===== src/rtl/univ_shift_pkg.sv =====
// Shared definitions for the universal shift register: the mode encoding
// used on the 2-bit mode input.
package univ_shift_pkg;

    typedef enum logic [1:0] {
        MODE_HOLD = 2'b00,
        MODE_SHR  = 2'b01,
        MODE_SHL  = 2'b10,
        MODE_LOAD = 2'b11
    } mode_t;

endpackage


===== src/rtl/shift_cnt.sv =====
// Shift counter for the universal shift register. Counts shifts since the
// last load, reset or wrap, and pulses word_done on the shift that
// completes a full word of WIDTH shifts. State changes on the falling edge.
module shift_cnt #(
    parameter int WIDTH = 4,
    localparam int CNT_W = $clog2(WIDTH)
) (
    input  logic             clk,
    input  logic             rst,
    input  logic             shift_en,
    input  logic             clear,
    output logic [CNT_W-1:0] cnt,
    output logic             word_done
);

    localparam logic [CNT_W-1:0] CNT_MAX = CNT_W'(WIDTH - 1);

    // Count shifts, wrap at WIDTH-1 with a one-cycle pulse; reset/load clear without a pulse
    always_ff @(negedge clk) begin
        if (rst || clear) begin
            cnt       <= '0;
            word_done <= 1'b0;
        end else if (shift_en) begin
            if (cnt == CNT_MAX) begin
                cnt       <= '0;
                word_done <= 1'b1;
            end else begin
                cnt       <= cnt + CNT_W'(1);
                word_done <= 1'b0;
            end
        end else begin
            word_done <= 1'b0;
        end
    end

endmodule


===== src/rtl/univ_shift_reg.sv =====
// Parametrised universal shift register: hold, shift right, shift left and
// parallel load, with a shift counter and word-complete pulse.
// All state updates on the falling edge of clk; rst is synchronous.
// Optional build macro UNIV_SHIFT_ROTATE_EN turns the shifts into rotates
// (the serial inputs are then ignored); the port list is the same either way.
module univ_shift_reg
    import univ_shift_pkg::*;
#(
    parameter int WIDTH = 4,
    localparam int CNT_W = $clog2(WIDTH)
) (
    input  logic             clk,
    input  logic             rst,
    input  logic [1:0]       mode,
    input  logic             sin_r,
    input  logic             sin_l,
    input  logic [WIDTH-1:0] pin,
    output logic [WIDTH-1:0] q,
    output logic             sout_r,
    output logic             sout_l,
    output logic [CNT_W-1:0] cnt,
    output logic             word_done
);

    mode_t mode_dec;
    logic  shift_en;
    logic  clear;
    logic  fill_msb;
    logic  fill_lsb;

`ifdef UNIV_SHIFT_ROTATE_EN
    assign fill_msb = q[0];
    assign fill_lsb = q[WIDTH-1];
`else
    assign fill_msb = sin_r;
    assign fill_lsb = sin_l;
`endif

    assign sout_r = q[0];
    assign sout_l = q[WIDTH-1];

    // Decode the mode into counter controls; anything unrecognised behaves as hold
    always_comb begin
        mode_dec = mode_t'(mode);
        shift_en = 1'b0;
        clear    = 1'b0;
        case (mode_dec)
            MODE_SHR,
            MODE_SHL:  shift_en = 1'b1;
            MODE_LOAD: clear    = 1'b1;
            default:   ;
        endcase
    end

    // Data path: reset first, then hold / shift / load by mode
    always_ff @(negedge clk) begin
        if (rst) begin
            q <= '0;
        end else begin
            case (mode_dec)
                MODE_SHR:  q <= {fill_msb, q[WIDTH-1:1]};
                MODE_SHL:  q <= {q[WIDTH-2:0], fill_lsb};
                MODE_LOAD: q <= pin;
                default:   q <= q;
            endcase
        end
    end

    shift_cnt #(
        .WIDTH(WIDTH)
    ) u_shift_cnt (
        .clk      (clk),
        .rst      (rst),
        .shift_en (shift_en),
        .clear    (clear),
        .cnt      (cnt),
        .word_done(word_done)
    );

endmodule


===== config.mk =====
export PLATFORM = sky130hd
export DESIGN_NAME = univ_shift_reg
export DESIGN_NICKNAME = d
export VERILOG_FILES = /design/src/rtl/univ_shift_pkg.sv /design/src/rtl/shift_cnt.sv /design/src/rtl/univ_shift_reg.sv
export SDC_FILE = /design/constraint.sdc
export NUM_CORES = 1
export LEC_CHECK = 0
export CAP_MARGIN = 20
export CORE_MARGIN = 1
export CORE_UTILIZATION = 30
export DETAILED_ROUTE_END_ITERATION = 10
export PLACE_DENSITY = 0.57
export SKIP_CTS_REPAIR_TIMING = 1
export SLEW_MARGIN = 20
export SYNTH_ARGS = -nofsm -noshare
export SYNTH_HDL_FRONTEND = slang
export SYNTH_SLANG_ARGS = --single-unit

===== constraint.sdc =====
create_clock -name clk -period 1.6 [get_ports clk]
set_clock_uncertainty 0.15 [all_clocks]
set_input_delay 0.32 -clock clk [delete_from_list [all_inputs] [get_ports clk]]
set_output_delay 0.32 -clock clk [all_outputs]
set_load 0.01 [all_outputs]

==> results of run 1 <==
## final cells by class
type / instances / share of cell area, %
clock buffers: 3 / 2.62
clock inverters: 8 / 3.49
inverters: 6 / 4.08
multi-input cells: 28 / 37.3
flip-flops and latches: 7 / 17.6
well taps: 15 / 2.18
repair buffers: 28 / 32.8
## synthesized netlist by cell type
master    instances
dfxtp_1           7
inv_1             7
a221oi_1          6
ha_1              5
a21oi_1           4
nand2_1           3
nor3_1            3
buf_4             2
mux2i_1           2
nor2_1            2
nor3b_1           2
buf_6             1
clkbuf_4          1
o21a_2            1
## layer usage
| layer | GRT usage [%] | vias up | share of wire, % |
|---|---|---|---|
| met3 | 6.94 | 2 | 6.2 |
| li1 | - | 231 | - |
| met1 | 16.2 | 204 | 43 |
| met4 | 12.9 | 0 | 0.89 |
| met2 | 25.8 | 15 | 49 |
| met5 | 0 | - | 0 |
## metrics by stage
step | hold slack [ns] | power, W | setup TNS, ns
after floorplan | 0.348 | 0.000309 | -3.33
after global placement | 0.445 | 0.000392 | -12.25
after detailed placement | 0.442 | 0.000393 | -12.30
after CTS | 0.449 | 0.000601 | -13.04
after global routing | 0.487 | 0.000673 | -6.28
final | 0.459 | 0.000616 | -5.78
## worst register-to-register path, delay by kind of cell, from the launching register on
| family | cells | cell delay, ns |
|---|---|---|
| muxes | 1 | 0.13 |
| adders and majority gates | 1 | 0.28 |
| buffers and inverters | 1 | 0.13 |
| and+or+nand+nor | 1 | 0.05 |
| DFF | 1 | 0.32 |
## registers in the layout, indices dropped and copies added (netlist names)
register               cells
q                          4
u_shift_cnt.cnt            2
u_shift_cnt.word_done      1
## cell families after synthesis
logic type                 after synthesis
muxes                                    2
and+or+nand+nor                         10
adders and majority gates                5
buffers and inverters                   11
DFF                                      7
AOI/OAI and AO/OA                       11
## report_power, final
group | switching (W) | total (W) | leakage, nW | internal [W]
combinational | 0.0000788 | 0.000191 | 0.287 | 0.000112
sequential | 0.00000994 | 0.000200 | 0.0605 | 0.000190
clock | 0.000112 | 0.000225 | 0.0564 | 0.000113
## how the worst max path moves through the flow
| stage | start | end | slack (ns) |
|---|---|---|---|
| global placement | mode[0] | q[3] | -1.16 |
| detailed placement | mode[0] | q[3] | -1.15 |
| CTS | q[0] | sout_r | -0.87 |
| global route | q[3] | sout_l | -0.47 |
| finish | q[3] | sout_l | -0.43 |
| floorplan | mode[0] | q[1] | -0.46 |
==> metrics.yaml, run 1 <==
synthesis:
  synthSimpleGateAreaFrac_pct: 11.8
  syn_inst: 46
  synth_top_family_by_area: "compound AO/OA/AOI/OAI gates"
  synth_area_leaders: "dfxtp_1 34%, ha_1 15%, a221oi_1 13%, inv_1 6.4%, a21oi_1 4.8%"
  yosysSeqAreaShare_pct: 33.9
  synthMuxAreaShare_pct: 4.85
  ys_warn_count: 0
  synth-seq-cells: 7
  netlist_area_um2: 413
  ys_types: 14
  synth_top_area_cell: "dfxtp_1"
  synth.top_cell.area_share_pct: 33.9
  synthAdderAreaFrac_pct: 15.2
  synth_compound_area_share_pct: 19.7
  syn_nets: 61
  synth-xor-area-share_pct: 0
  syn_avg_cell_area_um2: 8.98
critical_path:
  rrSetupSlack_ns: 0.41
  max_stage_delay_ns: 0.34
  crit_buf_inv: 1
  r2r_cells: 4
  critPathCaptureType: "primary output"
  arrival_ns: 1.56
  cp-start-kind: "flip-flop"
  crit_type: "reg -> out"
  critical_path_cell_count: 1
  crit_family: "flip-flops"
  r2r_end: "u_shift_cnt.cnt[1]"
  crit_chain: "buf_6"
  slowest_stage: "dfxtp_4"
  worstPathRequired_ns: 1.13
  cp_max_fo: 3
  r2r_start: "u_shift_cnt.cnt[0]"
layout:
  final_common_cell: "buf_6"
  fin_cells: 95
  layout_common_cells: "13 x buf_6, 12 x inv_1, 8 x buf_4"
  final_util_pct: 66.9
  area_delta_synth_final_pct: 108
  diodes: 0
  nets: 96
  drive_gt1_share_pct: 66.3
  fill_cells: 111
  design_area_um2: 860
  seqCellArea_um2: 151
  multi_input_area_um2: 320
global_routing:
  grt_pass1_wl_um: 1620
  grt_max_degree: 9
  antenna_found_initial: 0
  grt_pass1_vias: 425
  grtUsageTotal_pct: 16.2
  gr-total-overflow: 0
place:
  place_hpwl_um: 752
  gp_congestion: 0.642
  io_buffers: 18
  dp.cells: 84
  place_area_um2: 719
  pre_cts_slack_ns: -1.15
clocking:
  max-clock-path-buffers: 2
  root_buffer: "clkbuf_4"
  cts_made_buffers: 3
  cts_tree: "built"
  clk_latency_ns: 0.32
  clkTransAtPathRegs_ns: 0.03
  h-tree-depth: 1
  cts.sinks: 7
outcome:
  failed_checks: "negative setup slack"
  status: "complete, but fails checks"
detailed_routing:
  wl_per_cell_um: 11.9
  drt_pre_antenna_iters: 2
  finalWirelength_um: 1130
  num_vias: 452
  drt_iter0_drc: 3
  viasPerCell: 4.76
  ant_nets: 0
  drc: 0
sta:
  worstMarginPinSlew_ns: 0.388
  finalHoldViolCount: 0
  slew_headroom_pct: 74.1
  rsz0062_at_grt: "yes"
  layout_setup_ws_ns: -0.432
  slew_viol_final: 0
  setup_viol: 16
worst_hold_path:
  hold_start: "q[2]"
  min_to: "q[2]"
  hold_depth: 3
  hp-class: "reg -> reg"
floorplan:
  core_um2: 1280
  dieArea_um2: 1530
  num_rows: 13
  boundaryPins: 19
  die-height_um: 39.1
  dieWidth_um: 39.1
  start_util_pct: 32.1
power_and_ir_drop:
  power_leakage_nw: 0.404
  ir_drop_mv: 0.336
  powerDensity_nw_per_um2: 716
flow_run:
  max_cap_viol_count: 0
Note: power is estimated with default switching activity, not from simulation.
==> inputs of run 2 (changes only) <==
--- a/config.mk
+++ b/config.mk
@@ -9,6 +9,7 @@
 export CORE_MARGIN = 1
 export CORE_UTILIZATION = 30
 export DETAILED_ROUTE_END_ITERATION = 10
+export GPL_ROUTABILITY_DRIVEN = 1
 export PLACE_DENSITY = 0.57
 export SKIP_CTS_REPAIR_TIMING = 1
 export SLEW_MARGIN = 20
==> results of run 2 <==
The final DEF is identical to that of run 1; final timing and power are the same.
